--- config.mk ---
export PLATFORM = sky130hd
export DESIGN_NAME = qerv_pc_seq
export DESIGN_NICKNAME = d
export VERILOG_FILES = /design/src/rtl/qerv_pc_seq.sv
export SDC_FILE = /design/constraint.sdc
export NUM_CORES = 1
export LEC_CHECK = 0
export ABC_AREA = 1
export ABC_CLOCK_PERIOD_IN_PS = 2000
export CAP_MARGIN = 25
export CORE_MARGIN = 1.5
export CORE_UTILIZATION = 40
export DETAILED_ROUTE_END_ITERATION = 10
export GPL_TIMING_DRIVEN = 0
export PLACE_DENSITY = 0.65
export SLEW_MARGIN = 20
export SYNTH_ARGS = -nofsm -noshare
export SYNTH_HDL_FRONTEND = slang
export SYNTH_SLANG_ARGS = --single-unit
--- constraint.sdc ---
create_clock -name clk -period 2 [get_ports clk]
set_input_delay 0.4 -clock clk [delete_from_list [all_inputs] [get_ports clk]]
set_output_delay 0.4 -clock clk [all_outputs]
set_load 0.1 [all_outputs]
--- src/rtl/qerv_pc_seq.sv ---
// PC owner for the serial core: bit-serial next-PC computation into a shadow
// register, committed to the fetch address only when the target is legal.
module qerv_pc_seq #(
    parameter int unsigned W               = 1,
    parameter logic [31:0] RESET_PC        = 32'd0,
    parameter bit          WITH_CSR        = 1'b1,
    parameter bit          WITH_COMPRESSED = 1'b0
) (
    input  logic         clk,
    input  logic         i_rst_n,
    input  logic         i_start,
    input  logic         i_jump,
    input  logic         i_trap,
    input  logic         i_iscomp,
    input  logic         i_utype,
    input  logic         i_pc_rel,
    input  logic         i_jal_or_jalr,
    input  logic [W-1:0] i_imm,
    input  logic [W-1:0] i_buf,
    input  logic [W-1:0] i_csr_pc,
    output logic [W-1:0] o_rd,
    output logic [W-1:0] o_bad_pc,
    output logic         o_busy,
    output logic         o_done,
    output logic         o_misalign,
    output logic [31:0]  o_ibus_adr,
    output logic         o_ibus_cyc,
    input  logic         i_ibus_ack
);

    localparam int unsigned N        = 32 / W;
    localparam int unsigned CW       = $clog2(N);
    localparam int unsigned W1       = W + 1;
    localparam int unsigned IMM_CNT  = 12 / W;
    localparam int unsigned BIT1_CNT = 1 / W;
    localparam int unsigned BIT1_POS = 1 % W;

    typedef enum logic [1:0] {S_IDLE, S_UPDATE, S_FETCH} state_t;

    state_t          r_state, w_state_nxt;
    logic [CW-1:0]   r_cnt;
    logic            r_cy4, r_cyo;
    logic [31:0]     r_pc_sr, r_nxt_sr, r_adr;
    logic            r_jump, r_trap, r_iscomp, r_utype, r_pc_rel, r_jal, r_bit1;
    logic            r_busy, r_done, r_misalign, r_cyc;

    logic            w_done_nxt, w_mis_nxt, w_commit;
    logic            w_in_upd, w_last, w_take_trap, w_bad;
    logic [31:0]     w_inc32, w_shamt;
    logic [W-1:0]    w_pc, w_inc, w_pc4, w_offa, w_offb, w_pco, w_csr, w_tgt;
    logic [W:0]      w_sum4, w_sumo;
    logic [31:0]     w_nxt;

    // Per-slice datapath: sequential increment and offset adders
    assign w_in_upd    = (r_state == S_UPDATE);
    assign w_last      = (r_cnt == CW'(N - 1));
    assign w_shamt     = 32'(r_cnt) * W;
    assign w_inc32     = (WITH_COMPRESSED && r_iscomp) ? 32'd2 : 32'd4;
    assign w_inc       = W'(w_inc32 >> w_shamt);
    assign w_pc        = r_pc_sr[W-1:0];
    assign w_sum4      = W1'(w_pc) + W1'(w_inc) + W1'(r_cy4);
    assign w_pc4       = w_sum4[W-1:0];
    assign w_offa      = r_pc_rel ? w_pc : '0;
    assign w_offb      = r_utype ? ((r_cnt >= CW'(IMM_CNT)) ? i_imm : '0) : i_buf;
    assign w_sumo      = W1'(w_offa) + W1'(w_offb) + W1'(r_cyo);
    assign w_pco       = w_sumo[W-1:0] & ~W'(r_cnt == CW'(0));
    assign w_csr       = i_csr_pc & W'(32'hFFFF_FFFC >> w_shamt);
    assign w_take_trap = r_trap & WITH_CSR;
    assign w_tgt       = w_take_trap ? w_csr : (r_jump ? w_pco : w_pc4);
    assign w_nxt       = {w_tgt, r_nxt_sr[31:W]};
    assign w_bad       = r_jump & ~w_take_trap & r_bit1 & ~WITH_COMPRESSED;

    assign o_rd       = w_in_upd ? ((r_utype ? w_pco : '0) | (r_jal ? w_pc4 : '0)) : '0;
    assign o_bad_pc   = w_in_upd ? w_pco : '0;
    assign o_busy     = r_busy;
    assign o_done     = r_done;
    assign o_misalign = r_misalign;
    assign o_ibus_adr = r_adr;
    assign o_ibus_cyc = r_cyc;

    // Next-state and pulse decode
    always_comb begin
        w_state_nxt = r_state;
        w_done_nxt  = 1'b0;
        w_mis_nxt   = 1'b0;
        w_commit    = 1'b0;
        unique case (r_state)
            S_IDLE: begin
                if (i_start) w_state_nxt = S_UPDATE;
            end
            S_UPDATE: begin
                if (w_last) begin
                    if (w_bad) begin
                        w_state_nxt = S_IDLE;
                        w_done_nxt  = 1'b1;
                        w_mis_nxt   = 1'b1;
                    end else begin
                        w_state_nxt = S_FETCH;
                        w_commit    = 1'b1;
                    end
                end
            end
            S_FETCH: begin
                if (i_ibus_ack) begin
                    w_state_nxt = S_IDLE;
                    w_done_nxt  = 1'b1;
                end
            end
            default: w_state_nxt = S_IDLE;
        endcase
    end

    // State, registered outputs and serial datapath registers
    always_ff @(posedge clk or negedge i_rst_n) begin
        if (!i_rst_n) begin
            r_state    <= S_IDLE;
            r_cnt      <= '0;
            r_cy4      <= 1'b0;
            r_cyo      <= 1'b0;
            r_pc_sr    <= '0;
            r_nxt_sr   <= '0;
            r_adr      <= RESET_PC;
            r_jump     <= 1'b0;
            r_trap     <= 1'b0;
            r_iscomp   <= 1'b0;
            r_utype    <= 1'b0;
            r_pc_rel   <= 1'b0;
            r_jal      <= 1'b0;
            r_bit1     <= 1'b0;
            r_busy     <= 1'b0;
            r_done     <= 1'b0;
            r_misalign <= 1'b0;
            r_cyc      <= 1'b0;
        end else begin
            r_state    <= w_state_nxt;
            r_busy     <= (w_state_nxt != S_IDLE);
            r_cyc      <= (w_state_nxt == S_FETCH);
            r_done     <= w_done_nxt;
            r_misalign <= w_mis_nxt;
            if (w_commit) r_adr <= w_nxt;
            unique case (r_state)
                S_IDLE: begin
                    if (i_start) begin
                        r_cnt    <= '0;
                        r_cy4    <= 1'b0;
                        r_cyo    <= 1'b0;
                        r_bit1   <= 1'b0;
                        r_pc_sr  <= r_adr;
                        r_jump   <= i_jump;
                        r_trap   <= i_trap;
                        r_iscomp <= i_iscomp;
                        r_utype  <= i_utype;
                        r_pc_rel <= i_pc_rel;
                        r_jal    <= i_jal_or_jalr;
                    end
                end
                S_UPDATE: begin
                    r_cnt    <= r_cnt + CW'(1);
                    r_cy4    <= w_last ? 1'b0 : w_sum4[W];
                    r_cyo    <= w_last ? 1'b0 : w_sumo[W];
                    r_pc_sr  <= {w_pc, r_pc_sr[31:W]};
                    r_nxt_sr <= w_nxt;
                    if (r_cnt == CW'(BIT1_CNT)) r_bit1 <= w_pco[BIT1_POS];
                end
                default: ;
            endcase
        end
    end

endmodule

# Word-level counts from Yosys, hierarchy flattened
# Cells that the tools add are included.
# totals
register_bits	115
inputBits	13
output_inout_bits	38
elab_cells	79
# op_classes
n_addsub	5
order_cmp	1
n_eq_ne	7
shifts	2
n_mux	33
bitwise	7
reduce_logical	7
# ops
cell	n
32-bit case mux with 2 select lines	1
32-bit 2-to-1 mux	1
32-bit by 5-bit right shift with 1-bit output (first input constant)	1
1-bit 2-to-1 mux	20
5-bit case mux with 2 select lines	1
2-bit 2-to-1 mux	4
1-bit case mux with 2 select lines	4
2-bit case mux with 3 select lines	1
5-bit by 1-bit adder with 5-bit output (second input constant)	1
5-bit by 1-bit == test with 1-bit output (second input constant)	1
5-bit == test (second input constant)	1
5-bit by 4-bit >= comparator with 1-bit output (second input constant)	1
5-bit logical NOT	1
5-bit 2-to-1 mux	1
3-bit by 5-bit right shift with 1-bit output (first input constant)	1
1-bit by 1-bit adder with 2-bit output	2
2-bit by 1-bit adder with 2-bit output	2
1-bit AND	4
2-bit == test (second input constant)	2
2-bit AND reduction	2
2-bit nonzero test	2
3-bit AND reduction	1
2-bit by 1-bit == test with 1-bit output (second input constant)	1
2-bit logical NOT	1
other kinds (4)	5

# Depth between registers and ports, before layout
# Gate-level depths: netlist of the first run.
# logic_depth
word_depth	9
ltp_mapped	11
depth_no_buf	11

# Least setup slack after synthesis of the first run
# Ideal clock, no wire load.
# synth_timing
kind	flip-flop to output port
startpoint	register r_cnt[3]
endpoint	output port o_rd
arrival_time_ps	3362
t_required_ps	1600
setup_slack_ps	-1762
stages_incl_launch_ff	10
n_path_buf	0
path_cell_list	dfrtp_1 inv_1 o21ai_0 nand2_1 a21oi_1 fa_1 nand2_1 nor2_1 nand2_1 nand2_1
# synth_via
elab_chain_len	9
word_cells_on_any_way	15
classes_between	add/sub: 4; order compare: 1; shift: 1; mux: 5; bitwise: 3; reduce/logical: 1
# synth_rtl
element	line_no	source
start, declared	41	logic [CW-1:0] r_cnt;
start signal, assigned	158	r_cnt <= r_cnt + CW'(1);
5-bit by 4-bit >= comparator with 1-bit output	64	assign w_offb = r_utype ? ((r_cnt >= CW'(IMM_CNT)) ? i_imm : '0) : i_buf;
1-bit 2-to-1 mux (2 in series)	64	
1-bit by 1-bit adder with 2-bit output	65	assign w_sumo = W1'(w_offa) + W1'(w_offb) + W1'(r_cyo);
2-bit by 1-bit adder with 2-bit output	65	
1-bit AND	66	assign w_pco = w_sumo[W-1:0] & ~W'(r_cnt == CW'(0));
1-bit 2-to-1 mux	73	assign o_rd = w_in_upd ? ((r_utype ? w_pco : '0) | (r_jal ? w_pc4 : '0)) : '0;
1-bit bitwise OR (*)	73	
1-bit 2-to-1 mux (*)	73	
end, declared	21	output logic [W-1:0] o_rd,
# Mark *: on every way between the ends. The rest lies on a longest branch, timed or not.

# Worst setup path after layout of the first run
# Ends and elaborated chain as after synthesis.

==> impl_results.md, run 1 <==
* Outcome: finished, violations left
* Failing checks: setup timing
* Top cells by area, synth: dfrtp_1, nand2_1, o21ai_0, a31oi_1, inv_1
* Pwr Density at 1550 nW/um^2
* P_sw at 0.00358 W
* Vias at 3895
* Drt first-iter violations at 246
* Final Hold Viols at 0
* I/O Buffers at 49
* WS Path Type: reg -> out
* Count of cell types in the netlist at 21
* Reg-to-Reg Start: r_cnt[3]
* Syn Std Cell Area at 4830 sq um
* Die area at 12700 sq um
* CP Launch Point: r_cnt[3]
* Seq pwr share at 35.0%
* Number of buffers created by CTS at 17
* Area of the core at 11600 sq um
* Gr usage total at 19.0%
* Gpl congestion at 0.785
* Yosys top cell area share at 59.1%
* Post-synth top cells: nand2_1, dfrtp_1, o21ai_0
* Hold_sp: r_nxt_sr[28]
* Placement Setup Slack at -1400 ps
* P&R area growth vs syn at 31.0%
* Multi-input gate area at 1700 sq um
* # diodes at 0
* Wire length of the first global-routing pass at 19.0 mm
* Crit-path cells: inv_2 -> o21ai_2 -> nand2_1 -> a21oi_2 -> fa_1 -> nand2_2 -> nor2_4 -> nand2_4 -> nand2_8 -> buf_12
* CTS sink count at 114
* Root Buffer: clkbuf_16
* Synth area leader: dfrtp_1
* H-Tree Depth at 4
* Number of nets in the layout at 646
* Via/cell ratio at 5.00
* Switching fraction of total power at 36.5%
* Crit path depth at 10
* Clock latency on the worst-skew pair at 420 ps
* Die Ht at 113 microns
* CTS tree: built
* Antenna violations before repair at 0
* Total wire length at 10.9 mm
* DR WL/cell at 14.0 microns
* Placed insts at 739
* Critical path endpoint: o_rd
* Crit-path max cell delay at 520 ps
* Final hold slack at 484 ps
* Leak at 2.86 nW
* Sequential cell area at 2850 sq um
* Crit path buffers/inverters at 2
* Rel. slew slack at 37.2%
* Hold Crit Class: reg -> reg
* Dpl hpwl at 7.25 mm
* Number of synthesized register bits at 114
* Fmax at 392 MHz
* Worst Path Max Fanout at 3
* Setup violations, final at 2
* Layout filler cell count at 1062
* PnR worst setup slack at -550 ps
* Mean Syn Cell Area at 8.85 sq um
* Combinational power share at 33.4%
* Net Count, Synth at 569
* CP startpoint kind: flip-flop
* Clock slew at reported path FFs at 50 ps
* Synthesis Warnings at 0
* Post-synth EDFFs at 0
* Clock share of power at 31.6%
* Tcrit/Tclk final at 127%
* Synth Flop Type: dfrtp_1
* Worst-Margin Slew at 946 ps
* Reg2Reg Setup Slack at 70 ps
* WL met2 at 5.14 mm
* Cells after Synth at 546
* Pin count of the biggest net entering global routing at 67
* Sequential share of the synthesized area at 59.1%
* Starting Density at 41.6%
* Detailed-route DRC error count at 0
* Die span in x at 113 microns
* Share of layout cells above drive strength 1 at 17.0%
* Peak supply drop at 0.651 mV
* Worst Setup End Kind: output port
* Crit-path slowest cell: fa_1
* R2R cell count at 8
* MaxCap Viol Count at 0
* Dpl cell area at 5570 sq um
* IO Pins at 51
* Setup TNS at -1090 ps
* Clk buf depth at 2
* Highest metal used: met4
* Asr flop ratio synth at 100%
* Metal3 WL at 384 microns
* Slew Viols, Final at 0
* Worst Path Required at 1600 ps
* FP Rows at 39
* Number of global-route vias before repair at 4003
* Final instance area at 6330 sq um
* DR pass1 iterations at 4
* Final ANT Viol Nets at 0
* Worst path arrival time at 2150 ps
* R2R Path End: o_ibus_adr[23]
* Fin Clk Skew at 19.5 ps
* Wl on met1 at 5.28 mm
* Post-layout min period at 2550 ps
* Finished Layout Cells at 779
* Gr ovfl total at 0
* Int Pwr at 0.00624 W
* Count leader, synth: nand2_1
* Unrepaired setup endpoints after global routing: true
* Largest delay share family, worst path: adder cells
## registers in the layout (all words and copies together), names as in the netlist
name,flops
o_ibus_cyc,1
r_pc_sr,32
r_cyo,1
r_bit1,1
o_busy,1
r_cnt,5
r_pc_rel,1
r_state,2
r_jump,1
o_ibus_adr,32
r_jal,1
r_trap,1
r_utype,1
r_cy4,1
r_nxt_sr,31
o_done,1
o_misalign,1
## layout by cell type (no fill, tap or decap), types with 8 or more instances in the layout
master           Yosys  final
nor2_1              46     45
clkdlybuf4s15_2      0     32
buf_2               10      9
nand2_1            164    161
inv_1               51     49
dfrtp_1            114    114
clkdlybuf4s50_1      0     10
ha_1                 8      8
a31oi_1             32     32
clkbuf_16            0     17
o21ai_0             69     68
clkbuf_1            14     11
buf_4                2     10
nand3_1             14     12
## layout make-up
| cell class | instances | area share (%) |
|---|---|---|
| Inverter | 53 | 3.14 |
| Clock inverter | 10 | 2.06 |
| Timing Repair Buffer | 58 | 10.1 |
| Tap cell | 143 | 2.83 |
| Buffer | 28 | 2.33 |
| Sequential cell | 114 | 45.1 |
| Clock buffer | 22 | 7.65 |
| Multi-Input combinational cell | 351 | 26.8 |
## worst min path at each step
| stage | cells after the start | slack, ps | endpoint |
|---|---|---|---|
| floorplan | 0 | 100 | o_busy |
| global placement | 2 | 460 | r_nxt_sr[7] |
| detailed placement | 1 | 370 | r_utype |
| CTS | 2 | 480 | r_nxt_sr[27] |
| global route | 2 | 510 | r_nxt_sr[8] |
| finish | 2 | 480 | r_nxt_sr[27] |
## cells by family (layout without fill, tap and decap cells)
group	after synthesis	in the layout	share of synthesized area, %
buffers and inverters	81	171	7.02
and+or+nand+nor	233	233	18.8
DFF	114	114	59.1
AOI/OAI and AO/OA	108	108	12.3
adders and majority gates	10	10	2.90
## what timing repair did
item / 4_1_cts / 5_1_grt
gates resized for setup: 122 / 13
hold buffers: 1 / 0
endpoints found under the setup margin: 52 / 22
endpoints found under the hold margin: 48 / 0
buffers inserted: 7 / 0
pin swaps: 5 / 4
## power groups by stage
| stage | Sequential, W | Clock (W) | Combinational [W] |
|---|---|---|---|
| after global placement | 0.00343 | 0 | 0.00296 |
| after CTS | 0.00343 | 0.00316 | 0.00327 |
| final | 0.00343 | 0.00310 | 0.00328 |
| after global routing | 0.00352 | 0.00325 | 0.00372 |
| after floorplan | 0.00343 | 0 | 0.00224 |
| after detailed placement | 0.00346 | 0 | 0.00306 |
## metrics by stage
| stage | total power [W] | util (%) |
|---|---|---|
| after CTS | 0.00986 | 54.4 |
| final | 0.00982 | 54.5 |
| after global routing | 0.0105 | 54.5 |
| after detailed placement | 0.00652 | 47.9 |
| after floorplan | 0.00567 | - |
| after global placement | 0.00639 | 47.7 |
## worst min-delay path: cells and delay by family (launching register included)
kind	cells	cell delay, ps
and+or+nand+nor	1	50
AOI/OAI and AO/OA	1	60
DFF	1	340
## metal layers
| layer | global-route usage, % | vias to the layer above |
|---|---|---|
| li1 | - | 1908 |
| met3 | 4.87 | 8 |
| met2 | 29.1 | 79 |
| met4 | 8.83 | 0 |
| met1 | 25.4 | 1900 |
| met5 | 0 | - |
Note: power is estimated with default switching activity, not from simulation.
==> run 2: changes to the inputs <==
--- a/config.mk
+++ b/config.mk
@@ -10,6 +10,7 @@
 export CAP_MARGIN = 25
 export CORE_MARGIN = 1.5
 export CORE_UTILIZATION = 40
+export CTS_CLUSTER_DIAMETER = 200
 export DETAILED_ROUTE_END_ITERATION = 10
 export GPL_TIMING_DRIVEN = 0
 export PLACE_DENSITY = 0.65
==> results of run 2 <==
Final layout, timing and power as in run 1 (identical DEF).
